===== src/rtl/boot_image_streamer.sv =====
// Streams a boot image from synchronous memory as Processor boot packets: length, 4P body words, epilogue, sleep, countdown.
// First packet 2 cycles after start (3 with BOOT_IMAGE_STREAMER_CHECKSUM_EN, which also checks the body sum against word 0); ready low holds the packet.
module boot_image_streamer #(
  parameter int MEM_ADDR_W       = 11,
  parameter int DATA_W           = 16,
  parameter int PKT_ADDR_W       = 11,
  parameter int MAX_PROGRAM_SIZE = 1024,
  parameter int EPILOGUE_DATA    = 4,
  parameter int SLEEP_DATA       = 4,
  parameter int COUNTDOWN_DATA   = 4
) (
  input  logic                  clock,
  input  logic                  reset,
  input  logic                  start,
  input  logic [MEM_ADDR_W-1:0] image_base,
  output logic                  mem_en,
  output logic [MEM_ADDR_W-1:0] mem_addr,
  input  logic [DATA_W-1:0]     mem_rdata,
  output logic [DATA_W-1:0]     packet_out_data,
  output logic [PKT_ADDR_W-1:0] packet_out_address,
  output logic                  packet_out_valid,
  input  logic                  packet_out_ready,
  output logic                  busy,
  output logic                  done,
  output logic                  error,
  output logic [DATA_W-1:0]     checksum
);

  localparam logic [3:0] IDLE   = 4'd0;
  localparam logic [3:0] RD_LEN = 4'd1;
  localparam logic [3:0] LEN    = 4'd2;
  localparam logic [3:0] BODY   = 4'd3;
  localparam logic [3:0] EPI    = 4'd4;
  localparam logic [3:0] SLEEP  = 4'd5;
  localparam logic [3:0] CNT    = 4'd6;
  localparam logic [3:0] DONE   = 4'd7;
  localparam logic [3:0] ERROR  = 4'd8;
`ifdef BOOT_IMAGE_STREAMER_CHECKSUM_EN
  localparam logic [3:0] RD_SUM = 4'd9;
  localparam logic [3:0] FIRST_RD = RD_SUM;
  localparam logic [MEM_ADDR_W-1:0] FIRST_OFS = '0;
`else
  localparam logic [3:0] FIRST_RD = RD_LEN;
  localparam logic [MEM_ADDR_W-1:0] FIRST_OFS = MEM_ADDR_W'(1);
`endif

  logic [3:0]            state;
  logic [MEM_ADDR_W-1:0] base_q;
  logic [DATA_W-1:0]     p_q;
  logic [15:0]           rd_cnt;
  logic [15:0]           tx_cnt;
  logic [DATA_W-1:0]     skid0;
  logic [DATA_W-1:0]     skid1;
  logic [1:0]            occ;
  logic                  inflight;
  logic                  done_q;
  logic                  error_q;
`ifdef BOOT_IMAGE_STREAMER_CHECKSUM_EN
  logic [DATA_W-1:0]     sum_q;
  logic [DATA_W-1:0]     sum_ref;
`endif

  logic                  idle_like;
  logic                  bad_len;
  logic                  xfer;
  logic                  body_pop;
  logic                  last_body;
  logic                  space_ok;
  logic                  body_rd;
  logic [15:0]           nwords;
  logic [MEM_ADDR_W-1:0] body_addr;

  assign idle_like = (state == IDLE) || (state == DONE) || (state == ERROR);
  assign bad_len   = (mem_rdata == '0) || (32'(mem_rdata) > MAX_PROGRAM_SIZE);
  assign nwords    = 16'({p_q, 2'b00});
  assign xfer      = packet_out_valid && packet_out_ready;
  assign body_pop  = (state == BODY) && xfer;
  assign last_body = body_pop && (tx_cnt == nwords - 16'd1);
  // A slot is free for the returning word if the pop this cycle makes room for it.
  assign space_ok  = ({1'b0, occ} + {2'b00, inflight}) < (3'd2 + {2'b00, body_pop});
  // Word 0 of the body is fetched speculatively while the length is decoded, so the body follows the length packet without a bubble.
  assign body_rd   = (state == RD_LEN) ||
                     (((state == LEN) || (state == BODY)) && (rd_cnt != nwords) && space_ok);
  assign body_addr = base_q + MEM_ADDR_W'(rd_cnt + 16'd2);

  assign busy     = !idle_like;
  assign done     = done_q;
  assign error    = error_q;
`ifdef BOOT_IMAGE_STREAMER_CHECKSUM_EN
  assign checksum = sum_q;
`else
  assign checksum = '0;
`endif

  always_comb begin
    mem_en   = 1'b0;
    mem_addr = '0;
    if (idle_like && start) begin
      mem_en   = 1'b1;
      mem_addr = image_base + FIRST_OFS;
    end
`ifdef BOOT_IMAGE_STREAMER_CHECKSUM_EN
    else if (state == RD_SUM) begin
      mem_en   = 1'b1;
      mem_addr = base_q + MEM_ADDR_W'(1);
    end
`endif
    else if (body_rd) begin
      mem_en   = 1'b1;
      mem_addr = body_addr;
    end
  end

  always_comb begin
    packet_out_valid   = 1'b0;
    packet_out_data    = '0;
    packet_out_address = '0;
    case (state)
      LEN: begin
        packet_out_valid = 1'b1;
        packet_out_data  = p_q;
      end
      BODY: begin
        packet_out_valid   = (occ != 2'd0);
        packet_out_data    = skid0;
        packet_out_address = PKT_ADDR_W'(1);
      end
      EPI: begin
        packet_out_valid = 1'b1;
        packet_out_data  = DATA_W'(EPILOGUE_DATA);
      end
      SLEEP: begin
        packet_out_valid = 1'b1;
        packet_out_data  = DATA_W'(SLEEP_DATA);
      end
      CNT: begin
        packet_out_valid = 1'b1;
        packet_out_data  = DATA_W'(COUNTDOWN_DATA);
      end
      default: ;
    endcase
  end

  always_ff @(posedge clock or negedge reset) begin
    if (!reset) begin
      state    <= IDLE;
      base_q   <= '0;
      p_q      <= '0;
      rd_cnt   <= '0;
      tx_cnt   <= '0;
      skid0    <= '0;
      skid1    <= '0;
      occ      <= '0;
      inflight <= 1'b0;
      done_q   <= 1'b0;
      error_q  <= 1'b0;
`ifdef BOOT_IMAGE_STREAMER_CHECKSUM_EN
      sum_q    <= '0;
      sum_ref  <= '0;
`endif
    end else begin
      inflight <= body_rd;
      if (body_rd)  rd_cnt <= rd_cnt + 16'd1;
      if (body_pop) tx_cnt <= tx_cnt + 16'd1;
`ifdef BOOT_IMAGE_STREAMER_CHECKSUM_EN
      if (body_pop) sum_q <= sum_q + skid0;
`endif
      case ({inflight, body_pop})
        2'b10: begin
          if (occ == 2'd0) skid0 <= mem_rdata;
          else             skid1 <= mem_rdata;
          occ <= occ + 2'd1;
        end
        2'b01: begin
          skid0 <= skid1;
          occ   <= occ - 2'd1;
        end
        2'b11: begin
          if (occ == 2'd1) begin
            skid0 <= mem_rdata;
          end else begin
            skid0 <= skid1;
            skid1 <= mem_rdata;
          end
        end
        default: ;
      endcase

      case (state)
        IDLE, DONE, ERROR: begin
          if (start) begin
            state   <= FIRST_RD;
            base_q  <= image_base;
            rd_cnt  <= '0;
            tx_cnt  <= '0;
            occ     <= '0;
            done_q  <= 1'b0;
            error_q <= 1'b0;
`ifdef BOOT_IMAGE_STREAMER_CHECKSUM_EN
            sum_q   <= '0;
`endif
          end
        end
`ifdef BOOT_IMAGE_STREAMER_CHECKSUM_EN
        RD_SUM: begin
          sum_ref <= mem_rdata;
          state   <= RD_LEN;
        end
`endif
        RD_LEN: begin
          p_q <= mem_rdata;
          if (bad_len) begin
            state    <= ERROR;
            error_q  <= 1'b1;
            inflight <= 1'b0;
          end else begin
            state <= LEN;
          end
        end
        LEN:   if (xfer) state <= BODY;
        BODY: begin
          if (last_body) begin
`ifdef BOOT_IMAGE_STREAMER_CHECKSUM_EN
            if (sum_q + skid0 != sum_ref) begin
              state   <= ERROR;
              error_q <= 1'b1;
            end else begin
              state <= EPI;
            end
`else
            state <= EPI;
`endif
          end
        end
        EPI:   if (xfer) state <= SLEEP;
        SLEEP: if (xfer) state <= CNT;
        CNT: begin
          if (xfer) begin
            state  <= DONE;
            done_q <= 1'b1;
          end
        end
        default: state <= IDLE;
      endcase
    end
  end

endmodule


===== config.mk =====
export PLATFORM = sky130hd
export DESIGN_NAME = boot_image_streamer
export DESIGN_NICKNAME = d
export VERILOG_FILES = /design/src/rtl/boot_image_streamer.sv
export SDC_FILE = /design/constraint.sdc
export NUM_CORES = 1
export LEC_CHECK = 0
export CORE_MARGIN = 8
export CORE_UTILIZATION = 56
export CTS_CLUSTER_DIAMETER = 100
export DETAILED_ROUTE_END_ITERATION = 10
export PLACE_DENSITY_LB_ADDON = 0.05
export SYNTH_ARGS = -nofsm -noshare
export SYNTH_HDL_FRONTEND = slang
export SYNTH_SLANG_ARGS = --single-unit

===== constraint.sdc =====
create_clock -name clock -period 3.58 [get_ports clock]
set_input_delay 0.716 -clock clock [delete_from_list [all_inputs] [get_ports clock]]
set_output_delay 0.716 -clock clock [all_outputs]
set_load 0.1 [all_outputs]

Word-level counts from Yosys, hierarchy flattened. Cells that the tools add are included.

Output and inout bits: 59. Register bits: 100. Word-level logic and storage cells: 113. ROM bits: 0. Input bits: 31. RAM bits: 0. Memories: 0. Latch bits: 0.

Reduce and logical (&&, ||, !) cells: 29. Add/sub/neg operators: 10. Shifts and indexed selects: 0. Div/mod/pow operators: 0. Multiplexer cells: 37. $lt $le $gt $ge: 2. $mul: 0. Bitwise operators: 0. Equality and inequality tests: 24.

Operators by type and width (number): 16-bit 2-to-1 mux (10); 16-bit case mux with 3 select lines (2); 16-bit by 1-bit adder with 16-bit output, second input constant (2); 16-bit case mux with 2 select lines (1); 4-bit 2-to-1 mux (7); 4-bit case mux with 7 select lines (1); 11-bit 2-to-1 mux (2); 2-bit inequality test, second input constant (10); 16-bit equality test (1); 4-bit by 3-bit equality test with 1-bit output, second input constant (4); 16-bit by 11-bit > comparator with 1-bit output, second input constant (1); 16-bit zero test (1); 16-bit inequality test (1); 16-bit by 1-bit subtractor with 16-bit output, second input constant (1); 11-bit by 1-bit adder with 11-bit output, second input constant (1); 11-bit adder (1); 11-bit by 2-bit adder with 11-bit output, second input constant (1); 3-bit AND reduction (3); 4-bit by 2-bit equality test with 1-bit output, second input constant (2); 1-bit 2-to-1 mux (8); 2-bit nonzero test (4); 1-bit logical AND (6); 1-bit case mux with 2 select lines (3); 6-bit AND reduction (1); other kinds (19) (28).

Logic depth before layout (Yosys ltp). Gate-level depths: netlist of the first run.

Word-level depth: 12. Mapped depth: 12. Mapped depth without buffers: 12.

Least setup slack after synthesis of the first run. Ideal clock, no wire load.

Kind: flip-flop to output port. Start: reg rd_cnt[1]. End: out mem_addr[9]. Buffers on the path: 0. Data arrival time: 3694 ps. Required time: 2864 ps. Path slack: -830 ps. Stages on the path, launching flop included: 13. Cell sequence: dfrtp_1 inv_1 ha_1 inv_1 ha_1 fa_1 a21o_1 a21oi_1 o21bai_1 a21oi_1 o21ai_0 xnor2_1 o22ai_1.

Longest elaborated chain between the ends: 6.

Ends and longest elaborated chain: start: declaration (RTL line 50) `logic [15:0] rd_cnt;`; start signal: assignment (RTL line 163) `if (body_rd) rd_cnt <= rd_cnt + 16'd1;`; parallel branches: the longest is 4 deep, another holds 11-bit by 2-bit adder with 11-bit output; 11-bit 2-to-1 mux (*) (RTL line 108) `else if (body_rd) begin`; 11-bit 2-to-1 mux (*) (RTL line 98) `if (idle_like && start) begin`; end: declaration (RTL line 17) `output logic [MEM_ADDR_W-1:0] mem_addr,`.

Every way passes the cells marked *.

Worst setup path after layout of the first run. Ends and elaborated chain as after synthesis.

==> results of run 1 <==
-- final timing paths --
check / startpoint / end
min: reset / skid1[2]
max in group asynchronous: reset / rd_cnt[12]
min in group clock: base_q[0] / base_q[0]
max reg2reg: occ[0] / skid1[11]
min reg2reg: base_q[0] / base_q[0]
max: rd_cnt[1] / mem_addr[9]
-- cell families after synthesis --
kind of cell / after synthesis / synth area share
and+or+nand+nor: 232 / 0.179
AOI/OAI and AO/OA: 134 / 0.144
DFF: 100 / 0.390
buffers and inverters: 89 / 0.0724
xor gates and xnor gates: 67 / 0.0915
adders and majority gates: 33 / 0.0655
muxes: 33 / 0.0575
other: 1 / 0.000585
-- flip-flops by register name, summed over array words and instances, names as in the netlist --
name / count
error: 1
done: 1
tx_cnt: 16
base_q: 11
inflight: 1
p_q: 16
state: 4
rd_cnt: 16
occ: 2
skid0: 16
skid1: 16
-- per-layer routing --
layer | vias to the layer above | routed length (um) | track usage
li1 | 2494 | - | -
met1 | 2600 | 7040 | 0.275
met2 | 157 | 7980 | 0.378
met3 | 19 | 980 | 0.0352
met4 | 0 | 263 | 0.0752
met5 | - | 0 | 0
-- stage by stage --
step | hold slack (ns) | util | TNS (ns)
finish | 0.398 | 0.675 | 0
global placement | 0.464 | 0.639 | 0
floorplan | 0.420 | - | -1.89
detailed placement | 0.473 | 0.639 | 0
CTS | 0.429 | 0.669 | 0
global route | 0.453 | 0.675 | 0
-- cell type report --
type                            count  share of cell area
Timing Repair Buffer               88               0.118
Tap cell                          143              0.0234
Inverter                           28              0.0138
Multi-Input combinational cell    525               0.477
Clock buffer                       10              0.0300
Clock inverter                      5              0.0102
Sequential cell                   100               0.328
-- cells in the final DEF, fill, tap and decap left out, drive strengths merged, types with 22 or more instances in the layout --
| cell type | Yosys | layout |
|---|---|---|
| a21oi | 33 | 33 |
| buf | 37 | 57 |
| clkdlybuf4s50 | 0 | 31 |
| conb | 1 | 26 |
| dfrtp | 100 | 100 |
| ha | 32 | 32 |
| inv | 27 | 27 |
| mux2 | 28 | 28 |
| nand2 | 72 | 72 |
| nor2 | 70 | 70 |
| xnor2 | 45 | 45 |
| xor2 | 22 | 22 |
-- power breakdown --
| group | internal, mW | switching, mW | total [mW] |
|---|---|---|---|
| Clock | 0.607 | 0.410 | 1.02 |
| Sequential | 1.51 | 0.367 | 1.88 |
| Combinational | 1.43 | 2.54 | 3.97 |
-- what timing repair did --
action	in CTS	in global routing
setup endpoints to repair	3	8
gates resized for setup	5	9
setup buffers	2	2
pin swaps	3	9
==> metrics.yaml, run 1 <==
sta:
  worst_slack_ns: 0.106
  setup_violations: 0
  timing.slew.headroom: 0.353
  report.final.slew_viol_count: 0
  skew_ns: 0.00588
  tightest_slew_ns: 0.967
  hold_viol: 0
  period_needed_ns: 3.47
  layout_worst_path_cycle_share: 0.970
  clock.fmax_mhz: 288
  grt_setup_unrepaired: "no"
global_route:
  grt_max_degree: 52
  grt_pass1_wl_um: 26400
  grt_pass1_vias: 5237
  grt-ovfl-total: 0
  antenna_found_initial: 0
  track_usage: 0.219
finish:
  seqCellArea_um2: 2500
  nets: 816
  drive_above_1_share: 0.169
  antenna_cells: 0
  multi_input_area_um2: 3640
  nFillCells: 945
  fin_area_um2: 7640
  area_growth_pct: 19.1
  instances_no_fill: 899
clocking:
  path_clk_slew_ns: 0.07
  clk_latency_ns: 0.33
  root_buffer: "clkbuf_16"
  clock_sinks: 100
  cts_buffers: 9
  tritoncts: "built"
  h-tree-depth: 3
  postCtsHoldBufs: 0
  cts_buffer_depth: 2
die:
  core_um2: 11300
  initial_core_util: 0.567
  io_pins: 90
  dieArea_um2: 15100
  rows: 39
  die_h_um: 123
  fp.dieW_um: 123
yosys:
  yosysMostFrequentCell: "dfrtp_1"
  yosys-top-cells-count: "dfrtp_1, nand2_1, nor2_1, xnor2_1, a21oi_1"
  ys_top_cells_by_area: "dfrtp_1, ha_1, xnor2_1, mux2_2, nand2_1"
  synthFlopType: "dfrtp_1"
  synth_seq_cells: 100
  synth_largest_area_cell: "dfrtp_1"
  netlist.area_leader.share: 0.390
  synth_edf_count: 0
  async_flop_share: 1.00
  avgSynthCellArea_um2: 9.31
  synth_cell_types: 65
  synthCells: 689
  syn_area_um2: 6410
  ys_seq_area_frac: 0.390
  ys_warn_count: 0
worst_setup_path:
  path_buf_inv: 3
  max_stage_delay_ns: 0.37
  rr_worst_depth: 9
  cp_max_fo: 3
  arrival_ns: 2.76
  worst_ep_required_time_ns: 2.86
  critPathLaunchType: "register"
  cp_slowest_cell: "dfrtp_1"
  r2r_setup_slack_ns: 0.85
  cp_top_family: "adder cells"
  path_cells: "inv_2, ha_4, inv_2, ha_4, fa_2, a21o_1, a21oi_2, o21bai_1, a21oi_2, o21ai_1, xnor2_1, o22ai_2, buf_12"
  path_class: "register to output pin"
  cp-end-kind: "output pin"
  cp_num_cells: 13
pwr:
  cellLeakagePower_nw: 3.39
  finalPower_mw: 6.86
  power_density_nw_per_um2: 899
  max-vdd-ir-drop_mv: 0.890
drt:
  viasPerCell: 5.86
  routed_wl_um: 16300
  via_count: 5270
  drtPass1Iterations: 4
  wl_per_cell_um: 18.1
  drt_iter0_drc: 324
  drc: 0
  ant_nets: 0
place:
  place_ws_ns: 0.0794
  hpwlAfterDp_um: 11900
  dp_cells: 880
  port_buffers: 63
  place_area_um2: 7230
  place.gp.congestion: 0.892
run:
  cap_violations: 0
worst_hold_path:
  hold_path_class: "input pin to async pin"
status:
  status: "finished, final reports clean"
Note: power is estimated with default switching activity, not from simulation.
==> run 2: changes to the inputs <==
--- a/config.mk
+++ b/config.mk
@@ -10,6 +10,7 @@
 export CTS_CLUSTER_DIAMETER = 100
 export DETAILED_ROUTE_END_ITERATION = 10
 export PLACE_DENSITY_LB_ADDON = 0.05
+export SKIP_CTS_REPAIR_TIMING = 1
 export SYNTH_ARGS = -nofsm -noshare
 export SYNTH_HDL_FRONTEND = slang
 export SYNTH_SLANG_ARGS = --single-unit
==> metrics.yaml, run 2 (synthesis gave the netlist of run 1 again) <==
pwr:
  max-vdd-ir-drop_mv: 0.893
  cellLeakagePower_nw: 3.37
  power_density_nw_per_um2: 898
finish:
  drive_above_1_share: 0.161
  area_growth_pct: 18.1
  antenna_cells: 0
  nets: 813
  final_common_cell: "dfrtp_1"
  fin_util: 0.669
  fin_area_um2: 7580
  layout_common_cells: "dfrtp_1, nand2_1, nor2_1, xnor2_1, buf_4"
place:
  place_area_um2: 7230
  port_buffers: 63
  place.gp.congestion: 0.892
  hpwlAfterDp_um: 11900
sta:
  report.final.slew_viol_count: 0
  clock.fmax_mhz: 283
  period_needed_ns: 3.53
  skew_ns: 0.00632
  setup_violations: 0
  tightest_slew_ns: 0.967
  grt_setup_unrepaired: "yes"
  layout_worst_path_cycle_share: 0.986
  timing.setup.tns_ns: 0
  hold_viol: 0
  timing.slew.headroom: 0.353
clocking:
  tritoncts: "built"
  root_buffer: "clkbuf_16"
  cts_buffer_depth: 2
  path_clk_slew_ns: 0.06
  clk_latency_ns: 0.34
  clock_sinks: 100
  h-tree-depth: 3
  cts_buffers: 9
die:
  initial_core_util: 0.567
  die_h_um: 123
  core_um2: 11300
  fp.dieW_um: 123
  dieArea_um2: 15100
  io_pins: 90
  rows: 39
drt:
  met1_length_um: 6990
  routed-wl-met2_um: 7830
  via_count: 5210
  viasPerCell: 5.81
  drc: 0
  drt_iter0_drc: 302
  wl_per_cell_um: 17.9
  routed_wl_um: 16100
  met3RoutedLength_um: 991
  top_layer_used: "met4"
  ant_nets: 0
  drtPass1Iterations: 4
global_route:
  grt_pass1_wl_um: 26300
  grt_max_degree: 52
  antenna_found_initial: 0
  grt_pass1_vias: 5215
  track_usage: 0.218
  grt-ovfl-total: 0
worst_setup_path:
  path_cells: "inv_1, ha_1, inv_1, ha_2, fa_2, a21o_1, a21oi_2, o21bai_1, a21oi_2, o21ai_1, xnor2_1, o22ai_2, buf_12"
  worst_ep_required_time_ns: 2.86
  cp_max_fo: 3
  arrival_ns: 2.81
  cp_slowest_cell: "dfrtp_1"
  max_stage_delay_ns: 0.35
  critPathLaunchType: "register"
  path_class: "register to output pin"
  cp-end-kind: "output pin"
  cp_top_family: "adder cells"
  path_buf_inv: 3
worst_hold_path:
  hold_path_class: "input pin to async pin"
status:
  status: "finished, final reports clean"
run:
  cap_violations: 0
## run 2: changes by cell type in the layout (fill, tap and decap cells not counted)
| cell | previous run | this run |
|---|---|---|
| ha_2 | 0 | 1 |
| inv_2 | 2 | 0 |
| xor2_2 | 1 | 0 |
| inv_1 | 25 | 27 |
| ha_4 | 3 | 1 |
| buf_4 | 44 | 41 |
| a21oi_4 | 1 | 0 |
| xor2_1 | 21 | 22 |
| a21oi_2 | 3 | 4 |
| ha_1 | 29 | 30 |
## run 2: layout make-up
cell class | count | area, um^2
well taps | 143 | 179
fillers | 950 | 3740
multi-input cells | 525 | 3600
clock buffers | 10 | 229
inverters | 28 | 105
repair buffers | 85 | 878
flip-flops and latches | 100 | 2500
clock inverters | 5 | 77.6
## run 2: report_power, final
group / switching, mW / internal [mW] / leakage (nW) / total (mW)
registers: 0.366 / 1.51 / 1.25 / 1.88
logic: 2.51 / 1.39 / 1.97 / 3.91
clock network: 0.410 / 0.607 / 0.148 / 1.02
total: 3.29 / 3.51 / 3.37 / 6.80
## run 2: routing by layer
| layer | GRT usage | up-vias |
|---|---|---|
| met5 | 0 | - |
| met4 | 0.0752 | 0 |
| met3 | 0.0352 | 21 |
| met2 | 0.376 | 153 |
| met1 | 0.274 | 2547 |
| li1 | - | 2489 |
## run 2: stage by stage
step	worst slack [ns]	power, mW	hold WS (ns)	std cells
floorplan	-0.355	4.67	0.420	714
global placement	0.153	5.69	0.464	880
detailed placement	0.0794	5.76	0.473	880
CTS	-0.289	6.80	0.429	895
global route	-0.0463	7.18	0.453	896
finish	0.0509	6.80	0.393	896
## run 2: worst paths after layout
kind / start / cells past startpoint / end / slack (ns)
worst min register to register: base_q[8] / 2 / base_q[8] / 0.49
min in group clock: base_q[8] / 2 / base_q[8] / 0.49
worst max-delay path: rd_cnt[1] / 13 / mem_addr[9] / 0.05
max in group asynchronous: reset / 2 / rd_cnt[12] / 2.48
worst min-delay path: reset / 1 / skid1[2] / 0.39
worst max register to register: occ[0] / 9 / skid1[11] / 0.85
